$ cat src/rtl/dcache_write_buffer_if.sv
// Bus between the dcache access logic, the posted-write buffer and the memory port.
// Memory handshake: a write transfers on any rising edge with mWEN=1 and mwait=0; maddr/mstore are stable while mWEN is high.
interface dcache_write_buffer_if #(
  parameter int WORD_W = 32
);
  logic              wen;
  logic [WORD_W-1:0] waddr;
  logic [WORD_W-1:0] wdata;
  logic              wfull;
  logic [WORD_W-1:0] lookup_addr;
  logic              hit;
  logic [WORD_W-1:0] ddata;
  logic              wempty;
  logic              mWEN;
  logic [WORD_W-1:0] maddr;
  logic [WORD_W-1:0] mstore;
  logic              mwait;

  // master is the surrounding environment: access logic plus the memory port's mwait
  modport master (
    output wen, waddr, wdata, lookup_addr, mwait,
    input  wfull, hit, ddata, wempty, mWEN, maddr, mstore
  );

  modport slave (
    input  wen, waddr, wdata, lookup_addr, mwait,
    output wfull, hit, ddata, wempty, mWEN, maddr, mstore
  );
endinterface

$ cat src/rtl/dcache_write_buffer.sv
// Posted-write FIFO between dcache access logic and memory: in-order drain,
// merge into the youngest entry, and store-to-load forwarding.
module dcache_write_buffer #(
  parameter int DEPTH  = 4,
  parameter int WORD_W = 32
) (
  input  logic                     CLK,
  input  logic                     RST,
  dcache_write_buffer_if.slave     bus,
  output logic                     dbg_state,
  output logic [$clog2(DEPTH):0]   dbg_count
);
  localparam int PW = $clog2(DEPTH);
  localparam logic [PW-1:0] PTR_ONE = 1;
  localparam logic [PW:0]   CNT_ONE = 1;
  localparam logic [PW:0]   CNT_MAX = (PW+1)'(DEPTH);

  typedef enum logic {S_IDLE, S_WRITE} state_t;

  state_t            state;
  logic [WORD_W-1:0] addr_q [DEPTH];
  logic [WORD_W-1:0] data_q [DEPTH];
  logic [PW-1:0]     head, tail, youngest, idx;
  logic [PW:0]       count;
  logic              full, merge, push, pop;
  logic              hit_c;
  logic [WORD_W-1:0] fwd_c;

  assign youngest = tail - PTR_ONE;
  assign full     = (count == CNT_MAX);

  // The head being presented to memory must stay stable, so it is never merged into.
  assign merge = bus.wen && (count != '0) && (addr_q[youngest] == bus.waddr) &&
                 !((state == S_WRITE) && (youngest == head));
  assign push  = bus.wen && !merge && !full;
  assign pop   = (state == S_WRITE) && !bus.mwait;

  always_ff @(posedge CLK) begin
    if (RST) begin
      head  <= '0;
      tail  <= '0;
      count <= '0;
      state <= S_IDLE;
    end else begin
      if (push) tail <= tail + PTR_ONE;
      if (pop)  head <= head + PTR_ONE;
      if (push && !pop)      count <= count + CNT_ONE;
      else if (pop && !push) count <= count - CNT_ONE;
      if (state == S_IDLE) begin
        if (count != '0) state <= S_WRITE;
      end else begin
        if (pop && !push && (count == CNT_ONE)) state <= S_IDLE;
      end
    end
  end

  always_ff @(posedge CLK) begin
    if (!RST) begin
      if (push) begin
        addr_q[tail] <= bus.waddr;
        data_q[tail] <= bus.wdata;
      end else if (merge) begin
        data_q[youngest] <= bus.wdata;
      end
    end
  end

  // Walk oldest to youngest so the last match found is the youngest one.
  always_comb begin
    hit_c = 1'b0;
    fwd_c = '0;
    idx   = head;
    for (int i = 0; i < DEPTH; i++) begin
      idx = head + PW'(i);
      if (((PW+1)'(i) < count) && (addr_q[idx] == bus.lookup_addr)) begin
        hit_c = 1'b1;
        fwd_c = data_q[idx];
      end
    end
  end

  assign bus.hit    = hit_c;
  assign bus.ddata  = fwd_c;
  assign bus.wfull  = full;
  assign bus.wempty = (count == '0);
  assign bus.mWEN   = (state == S_WRITE);
  assign bus.maddr  = (state == S_WRITE) ? addr_q[head] : '0;
  assign bus.mstore = (state == S_WRITE) ? data_q[head] : '0;

  assign dbg_state = (state == S_WRITE);
  assign dbg_count = count;
endmodule
$ cat src/flat_wrapper.sv
// flat-port wrapper written by rule: the top's interface ports become plain ports
module dcache_write_buffer_flat 
#(
  parameter int DEPTH  = 4,
  parameter int WORD_W = 32
)
  (CLK, RST, dbg_state, dbg_count, bus_wen, bus_waddr, bus_wdata, bus_lookup_addr, bus_mwait, bus_wfull, bus_hit, bus_ddata, bus_wempty, bus_mWEN, bus_maddr, bus_mstore);
  dcache_write_buffer_if #(.WORD_W(WORD_W)) bus_i ();
  input  logic CLK;
  input  logic RST;
  output logic dbg_state;
  output logic [$clog2(DEPTH):0] dbg_count;
  input wire logic [$bits(bus_i.wen)-1:0] bus_wen;
  input wire logic [$bits(bus_i.waddr)-1:0] bus_waddr;
  input wire logic [$bits(bus_i.wdata)-1:0] bus_wdata;
  input wire logic [$bits(bus_i.lookup_addr)-1:0] bus_lookup_addr;
  input wire logic [$bits(bus_i.mwait)-1:0] bus_mwait;
  output wire logic [$bits(bus_i.wfull)-1:0] bus_wfull;
  output wire logic [$bits(bus_i.hit)-1:0] bus_hit;
  output wire logic [$bits(bus_i.ddata)-1:0] bus_ddata;
  output wire logic [$bits(bus_i.wempty)-1:0] bus_wempty;
  output wire logic [$bits(bus_i.mWEN)-1:0] bus_mWEN;
  output wire logic [$bits(bus_i.maddr)-1:0] bus_maddr;
  output wire logic [$bits(bus_i.mstore)-1:0] bus_mstore;
  assign bus_i.wen = bus_wen;
  assign bus_i.waddr = bus_waddr;
  assign bus_i.wdata = bus_wdata;
  assign bus_i.lookup_addr = bus_lookup_addr;
  assign bus_i.mwait = bus_mwait;
  assign bus_wfull = bus_i.wfull;
  assign bus_hit = bus_i.hit;
  assign bus_ddata = bus_i.ddata;
  assign bus_wempty = bus_i.wempty;
  assign bus_mWEN = bus_i.mWEN;
  assign bus_maddr = bus_i.maddr;
  assign bus_mstore = bus_i.mstore;
  dcache_write_buffer #(.DEPTH(DEPTH), .WORD_W(WORD_W)) u_core (.CLK(CLK), .RST(RST), .bus(bus_i), .dbg_state(dbg_state), .dbg_count(dbg_count));
endmodule
$ cat config.mk
export PLATFORM = sky130hd
export DESIGN_NAME = dcache_write_buffer_flat
export DESIGN_NICKNAME = d
export VERILOG_FILES = /design/src/rtl/dcache_write_buffer_if.sv /design/src/rtl/dcache_write_buffer.sv /design/src/flat_wrapper.sv
export SDC_FILE = /design/constraint.sdc
export NUM_CORES = 1
export LEC_CHECK = 0
export CORE_ASPECT_RATIO = 2
export CORE_UTILIZATION = 58
export CTS_CLUSTER_DIAMETER = 60
export DETAILED_ROUTE_END_ITERATION = 7
export PLACE_DENSITY = 0.81
export SKIP_CTS_REPAIR_TIMING = 1
export SLEW_MARGIN = 20
export SYNTH_ARGS = -nofsm -noshare
export SYNTH_HDL_FRONTEND = slang
export SYNTH_SLANG_ARGS = --single-unit
$ cat constraint.sdc
create_clock -name CLK -period 7.57 [get_ports CLK]
set_input_delay 1.8925 -clock CLK [delete_from_list [all_inputs] [get_ports CLK]]
set_output_delay 1.8925 -clock CLK [all_outputs]
set_load 0.02 [all_outputs]
==> metrics list, run 1 <==
- The flow ran to the end, and the final reports show no timing, DRC or antenna violations.
- In this run the number of H-tree levels came out at 1.
- Area growth syn-to-layout: 18.1%
* # placed instances: 2021
* Worst EP required: around 5.7 ns
* Peak supply drop: 0.220 mV
* Worst path max stage delay: 0.69 ns
- The first routing iteration left 1754 violations.
* Worst Setup Start Kind: input pin
* Global-route usage over all layers: 39.5%
- Worst Setup End Kind: primary output
- Sequential area share after synthesis: 41.1%
- Post-synth top area share: 40.1%
- Register bit count reported by yosys: 266
- Maximum number of buffers from clock root to sink: 3
- Most frequently used cell type in the post-synthesis netlist: sky130_fd_sc_hd__edfxtp_1
* Setup TNS after final layout: 0 ns
- Area of the core region: 32300 um^2
* Post-synthesis area per instance: 13.2 um^2
- Leakage power summed over all cells: 0.00699 uW
- The via count of the first global-routing pass was 15.3k.
- Routability-driven placement finished with a final weighted congestion of a little over 1.
- Post-route total power: 5760 uW
* Final cell count without fillers: 2069
* Layer with the highest usage after global routing: met2
- Global-route track usage on met1: 42.0%
- Timing would allow up to 0.133 GHz.
- IO Count: 204
- Starting utilization of the core area: 59.3%
* Gate family responsible for the most delay along the worst path: buffers and inverters
* Maximum capacitance violations: 0
- The number of nets handed over by synthesis was between 1.5k and 2k.
* Final antenna-violating net count: 0
* Crit path buf inv count: 4
- Number of instances in the synthesized netlist: 1454
- Sorting the synthesized cells by area gives the leading types as sky130_fd_sc_hd__edfxtp_1, sky130_fd_sc_hd__mux4_2, sky130_fd_sc_hd__mux2i_1.
- In the routed layout, each cell is associated on average with a via count of 7.32.
- Clock buffer count from CTS: 25
- The tree built by TritonCTS fans out to 266 sinks.
* Asr flop ratio synth: 0%
* Number of library cell types mapped by synthesis: 61
- CP cell instances: clkdlybuf4s50_1, xnor2_1, nand4_1, nor4_1, and3_1, buf_12, a21boi_2, buf_12, a311oi_1, clkdlybuf4s50_1
* Unrepaired setup endpoints after global routing: no
* Transition time at the pin with the least slew margin: roughly 1.1 ns
* Global-route met2 utilization: 69.7%
- Sorting the synthesized cells by how often they occur yields sky130_fd_sc_hd__edfxtp_1, sky130_fd_sc_hd__mux4_2, sky130_fd_sc_hd__xnor2_1, sky130_fd_sc_hd__mux2i_1.
* Worst hold-check path type: register to register
- Setup violations remaining at the end of the flow were counted as 0.
- In this run the vertical extent of the chip is 259 um.
- Width of the die: 131 um
- The worst path needs between 7 and 8 ns of the cycle, external delays included.
* Floorplan row count: 93
- TritonCTS clock tree: done
* Total global routing overflow: 0
- Global-route wire length before repair: around 96 mm
- After detailed routing, the number of remaining DRC violations is 0.
- Top flip-flop cell by instance count after synthesis: sky130_fd_sc_hd__edfxtp_1
- Yosys printed 0 warnings.
- CTS placed an instance of sky130_fd_sc_hd__clkbuf_16 at the clock tree root.
- Entering global routing, the biggest net connects 79 pins.
- Yosys mapped a number of flops with a built-in enable equal to roughly 260.
- Of all nets on the critical path, the largest fanout is 33.
- Die Area: 33900 um^2
* Worst path arrival time: 5.62 ns
- Total detailed-routing wirelength: roughly 66 mm
- PD cells: 254 nW/um^2
* Ratio of final minimum period to clock period: slightly below 100%
- The slowest stage of the critical path belongs to the cell sky130_fd_sc_hd__clkdlybuf4s50_1.
- Number of antenna violations at the first check in global routing: 4
* Vias: 15.1k
- The first detailed-routing pass ran for 7 iterations.
* Classification of the worst setup path: input pin to primary output
* Ratio of cells with drive above 1 in the final layout: between 20% and 30%
- The total count of max-transition violations in the final report is 0.
- Final Core Density: 70.0%
* Clock-pin slew reported for the worst setup and hold paths after clock tree synthesis: 0.06 ns
* Clock skew: 0.0127 ns
- At the later pin of the worst-skew pair, clock insertion delay measures 0.55 ns.
* HPWL after detailed placement: about 47 mm
- Grt met3 use: 4.35%
- Number of failing hold endpoints at the final stage: 0
- Mapped Area: 19200 um^2
- Cell type contributing the most total cell area after synthesis: sky130_fd_sc_hd__edfxtp_1
- Worst slew slack as a fraction of its limit: just under 30%
* Wire length per cell after detailed routing: between 30 and 40 um
- Buffers placed on the I/O ports in this run total 203.
- # nets final: 1731
-- per-stage QoR --
| step | setup slack, ns | hold WS (ns) | instance area [um^2] |
|---|---|---|---|
| after global routing | 0.00846 | 0.653 | 22700 |
| after detailed placement | -0.0383 | 0.599 | 21800 |
| after CTS | -0.0619 | 0.612 | 22600 |
| after global placement | -0.110 | 0.573 | 21800 |
| final | 0.0542 | 0.618 | 22700 |
| after floorplan | 1.32 | 0.545 | 19200 |
-- worst register-to-register path: cells and delay by family, from the launching register on --
family          cells  cell delay, ns
flops               1            0.43
buf+inv             3            0.83
compound gates      1            0.78
xor+xnor            1            0.50
simple gates        4            1.43
fa+ha+maj           1            0.78
mux                 1            0.37
-- sequential cells by signal, summed over array words and instances (netlist names), named ones only --
name / cells
u_core.tail: 2
u_core.dbg_count: 3
u_core.bus.mWEN: 1
u_core.head: 2
u_core.data_q: 128
u_core.addr_q: 128
-- cells in the final DEF, fill, tap and decap left out, types with 8 or more instances in the layout --
cell                              instances
sky130_fd_sc_hd__a21oi_1                 43
sky130_fd_sc_hd__nor3_1                  38
sky130_fd_sc_hd__a2bb2oi_1                8
sky130_fd_sc_hd__o2111ai_1               33
sky130_fd_sc_hd__clkdlybuf4s50_1        200
sky130_fd_sc_hd__and2_1                  58
sky130_fd_sc_hd__inv_1                   21
sky130_fd_sc_hd__nand4_1                 21
sky130_fd_sc_hd__nand2_1                 63
sky130_fd_sc_hd__xnor2_1                113
sky130_fd_sc_hd__mux2_2                  47
sky130_fd_sc_hd__o211ai_1                34
sky130_fd_sc_hd__mux4_2                 184
sky130_fd_sc_hd__nor2_1                  53
sky130_fd_sc_hd__a311oi_1                32
sky130_fd_sc_hd__clkbuf_16               25
sky130_fd_sc_hd__nor4_1                  14
sky130_fd_sc_hd__edfxtp_1               256
sky130_fd_sc_hd__buf_4                   69
sky130_fd_sc_hd__nand3_1                 11
sky130_fd_sc_hd__xor2_1                  33
sky130_fd_sc_hd__a211oi_1                34
sky130_fd_sc_hd__mux2i_1                102
sky130_fd_sc_hd__clkinv_2                11
sky130_fd_sc_hd__buf_12                  10
sky130_fd_sc_hd__ha_1                    10
-- kinds of logic after synthesis --
logic type / Yosys count / share of synthesized area (%)
AO/OA/AOI/OAI: 242 / 9.58
AND/OR/NAND/NOR: 290 / 7.80
buffers and inverters: 166 / 4.49
adder cells (fa/ha/maj): 10 / 0.652
XOR/XNOR: 147 / 6.71
multiplexers: 333 / 29.7
flip-flops: 266 / 41.1
-- metal layers --
layer | vias to the layer above | part of all wire (%) | routed length (um)
met5 | - | 0 | 0
met4 | 0 | 9.5 | 6280
met3 | 276 | 7.1 | 4640
met2 | 1094 | 52 | 34500
met1 | 7541 | 31 | 20400
li1 | 6224 | - | -
-- power breakdown --
| part | switching (uW) | internal, uW |
|---|---|---|
| clock | 562 | 742 |
| sequential | 189 | 1730 |
| combinational | 1340 | 1190 |
-- area by class of cell --
cell class | count | area [um^2]
Antenna cell | 4 | 10.0
Clock buffer | 27 | 633
Clock inverter | 17 | 194
Fill cell | 2346 | 9690
Inverter | 24 | 90.1
Multi-Input combinational cell | 1022 | 10500
Sequential cell | 266 | 7910
Tap cell | 427 | 534
Timing Repair Buffer | 282 | 2760
-- final timing paths --
kind | cells past startpoint | from | slack [ns] | end
max | 10 | bus_lookup_addr[13] | 0.05 | bus_ddata[28]
min | 2 | u_core.dbg_count[1] | 0.62 | u_core.dbg_count[1]
max reg2reg | 11 | u_core.tail[1] | 2.12 | u_core.data_q[1][7]
min reg2reg | 2 | u_core.dbg_count[1] | 0.62 | u_core.dbg_count[1]
No activity file was read; power rests on OpenSTA's default activity.
==> run 2: changes to the inputs <==
--- a/config.mk
+++ b/config.mk
@@ -6,6 +6,7 @@
 export NUM_CORES = 1
 export LEC_CHECK = 0
 export CORE_ASPECT_RATIO = 2
+export CORE_MARGIN = 2
 export CORE_UTILIZATION = 58
 export CTS_CLUSTER_DIAMETER = 60
 export DETAILED_ROUTE_END_ITERATION = 7
==> metrics list, run 2 (synthesis gave the netlist of run 1 again) <==
- In the layout the commonest cells are sky130_fd_sc_hd__edfxtp_1, sky130_fd_sc_hd__clkdlybuf4s50_1, sky130_fd_sc_hd__mux4_2.
- The final antenna diode count is 0 (-4).
- The maximum clock skew at final layout was 0.0181 ns (+0.00535 ns).
- Area growth syn-to-layout: 17.8%
* Number of failing hold endpoints at the final stage: 0 (unchanged)
- Root Driver: sky130_fd_sc_hd__clkbuf_16
- CP cell instances: clkdlybuf4s50_1, inv_1, xnor2_1, a21oi_1, nor4_1, and3_1, buf_12, a211oi_1, a311oi_1, clkdlybuf4s50_1
* Detailed-route DRC error count: 0 (unchanged)
- The number of cells traversed by the worst register-to-register path was 11 (unchanged).
* Via count of the first global-routing pass: 15.3k (+0.16%)
* Unrepaired setup endpoints after global routing: no
- Ratio of final minimum period to clock period: 99.2% (-0.12 points)
- IO Count: 204 (unchanged)
* TritonCTS clock tree: done
- The post-layout instance count excluding filler cells is 2069 (unchanged).
- The effective utilization at floorplan is 58.7% (-0.63 points).
- Count of filler cells inserted in the layout: 2353 (+0.30%)
- Crit path to: bus_ddata[4]
* Global-route wire length before repair: 96.7 mm (+1.2%)
- Sw frac: 36.4% (+0.086 points)
- The total number of nets in the final design was 1733 (+0.12%).
- The worst register-to-register path begins at u_core.tail[0].
- Ratio of cells with drive above 1 in the final layout: 22.7% (-0.29 points)
- The final-report setup violation count is 0 (unchanged).
- Routability congestion estimate: 1.06 (+5.3%)
- The highest net fanout along the worst path was 32 (-3.0%).
- Worst setup slack for register-to-register paths: 2.12 ns (about the same)
- The largest net degree at the start of global routing was 66 (-16%).
* Proportion of power drawn by flip-flops and latches: 34.4% (+1.0 points)
- The number of buffers added on ports was 203 (unchanged).
- The flow ran to the end, and the final reports show no timing, DRC or antenna violations.
- Worst hold-check path type: register to register
- The final routed wirelength across all metal layers was 65.8 mm (about the same).
* Post-route total power: 5650 uW (-1.9%)
* Beginning of the critical path: bus_lookup_addr[19]
- Worst Setup End Kind: primary output
* Classification of the worst setup path: input pin to primary output
- The total count of max-transition violations in the final report is 0 (unchanged).
- Pre-antenna DRT Iters: 6 (-1)
- Worst path max stage delay: 0.72 ns (+0.03 ns)
* Transition time at the pin with the least slew margin: 1.05 ns (-0.0183 ns)
- The tightest slew margin relative to the limit is 29.9% (+1.1 points).
* Max frequency: 0.133 GHz (+0.12%)
* Final antenna-violating net count: 0 (unchanged)
- Number of sinks handled by clock tree synthesis: 266 (unchanged)
* Worst EP required: 5.68 ns (about the same)
- The die width came to 133 um (+1.5%).
* Number of DRC markers after the initial detailed-route iteration: 1681 (-4.2%)
* Die Area: 34600 um^2 (+2.3%)
- The largest voltage drop on the vdd net was 0.223 mV (+1.5%).
- The level count of the clock H-tree is 1 (unchanged).
* Worst Setup Start Kind: input pin
- Wire length per cell after detailed routing: 31.8 um (about the same)
* Setup TNS after final layout: 0 ns (unchanged)
- In this design, the critical path's most frequently occurring cell is sky130_fd_sc_hd__clkdlybuf4s50_1.
- Net switching power: 2050 uW (-1.6%)
- The signal arrival time at the worst endpoint was 5.61 ns (about the same).
* Time the worst path needs with I/O delays and setup: 7.51 ns (-0.00895 ns)
* Vert. Die Dim: 261 um (+0.77%)
- Maximum number of buffers from clock root to sink: 3 (unchanged)
- Leakage power summed over all cells: 0.00696 uW (-0.46%)
* Internal power: 3590 uW (-2.0%)
* Clock buffer count from CTS: 23 (-8.0%)
* Most frequent standard cell in the layout excluding fill and tap cells: sky130_fd_sc_hd__edfxtp_1
- Clock-pin slew reported for the worst setup and hold paths after clock tree synthesis: 0.07 ns (about the same)
- The sum of net half-perimeters after detailed placement was 47.4 mm (+1.2%).
- Number of antenna violations at the first check in global routing: 0 (-4)
- Reg-to-reg critical path endpoint: u_core.data_q[0][20]
* Proportion of power drawn by the clock network: 21.3% (-1.4 points)
- Insertion delay of the later-clocked pin in the worst-skew pair: 0.54 ns (about the same)
- Maximum capacitance violations: 0 (unchanged)
* PD cells: 250 nW/um^2 (-1.6%)
* Floorplan row count: 94 (+1.1%)
- For this design, the slowest cell found on the critical path is sky130_fd_sc_hd__clkdlybuf4s50_1.
- The core area came to 32700 um^2 (+1.1%).
- The global routing usage summed across all routing layers came to 37.7% (-1.9 points).
* Total global routing overflow: 0 (unchanged)
* Vias: 15.1k (-0.19%)
- Combinational share of power: 44.3% (+0.4 points)
- The count of placed standard cells including taps was 2030 (+0.45%).
- The ratio of routed vias to standard cells came to 7.30 (-0.19%).
[run 2: critical path, delay by kind of cell]
family / cells / cell delay, ns
compound gates: 3 / 0.69
xor+xnor: 1 / 0.18
buf+inv: 4 / 1.82
simple gates: 2 / 1.01
[run 2: how the worst min path moves through the flow]
stage                                    from             endpoint  slack, ns  cells past startpoint
after floorplan                u_core.tail[1]       u_core.tail[1]       0.54                      2
after global placement         u_core.tail[1]       u_core.tail[1]       0.58                      2
after detailed placement       u_core.tail[1]       u_core.tail[1]       0.61                      2
after CTS                      u_core.tail[1]       u_core.tail[1]       0.63                      2
after global routing      u_core.dbg_count[1]  u_core.dbg_count[1]       0.67                      2
final                     u_core.dbg_count[1]  u_core.dbg_count[1]       0.62                      2
[run 2: power groups by stage]
stage / clock network [uW] / logic, uW / registers (uW)
4_1_cts: 1210 / 2480 / 1940
6_report: 1200 / 2500 / 1940
2_1_floorplan: 0 / 1710 / 1840
3_3_place_gp: 0 / 2440 / 1950
3_5_place_dp: 0 / 2460 / 1970
5_1_grt: 1260 / 2610 / 1960
[run 2: per-layer routing]
metal	GRT usage, %	vias up	part of all wire (%)
met3	4.32	214	7.2
li1	-	6222	-
met1	39.9	7622	31
met4	25.1	0	7.9
met5	0	-	0
met2	70.0	1048	54
[run 2: layout make-up]
class	instances	area, um^2	area share (%)
clock buffer	29	608	2.69
inverter	24	90.1	0.399
sequential	266	7910	35.0
timing repair buffer	286	2780	12.3
tap	432	541	2.39
multi-input combinational	1022	10500	46.6
clock inverter	10	135	0.598
[run 2: per-stage QoR]
| step | hold WS [ns] | cell area (um^2) | worst slack, ns | util, % |
|---|---|---|---|---|
| after CTS | 0.627 | 22600 | -0.139 | 69.0 |
| after global routing | 0.665 | 22600 | 0.00995 | 69.1 |
| final | 0.624 | 22600 | 0.0632 | 69.1 |
| after global placement | 0.580 | 21800 | -0.132 | 66.7 |
| after detailed placement | 0.608 | 21800 | -0.131 | 66.8 |
| after floorplan | 0.545 | 19200 | 1.32 | - |
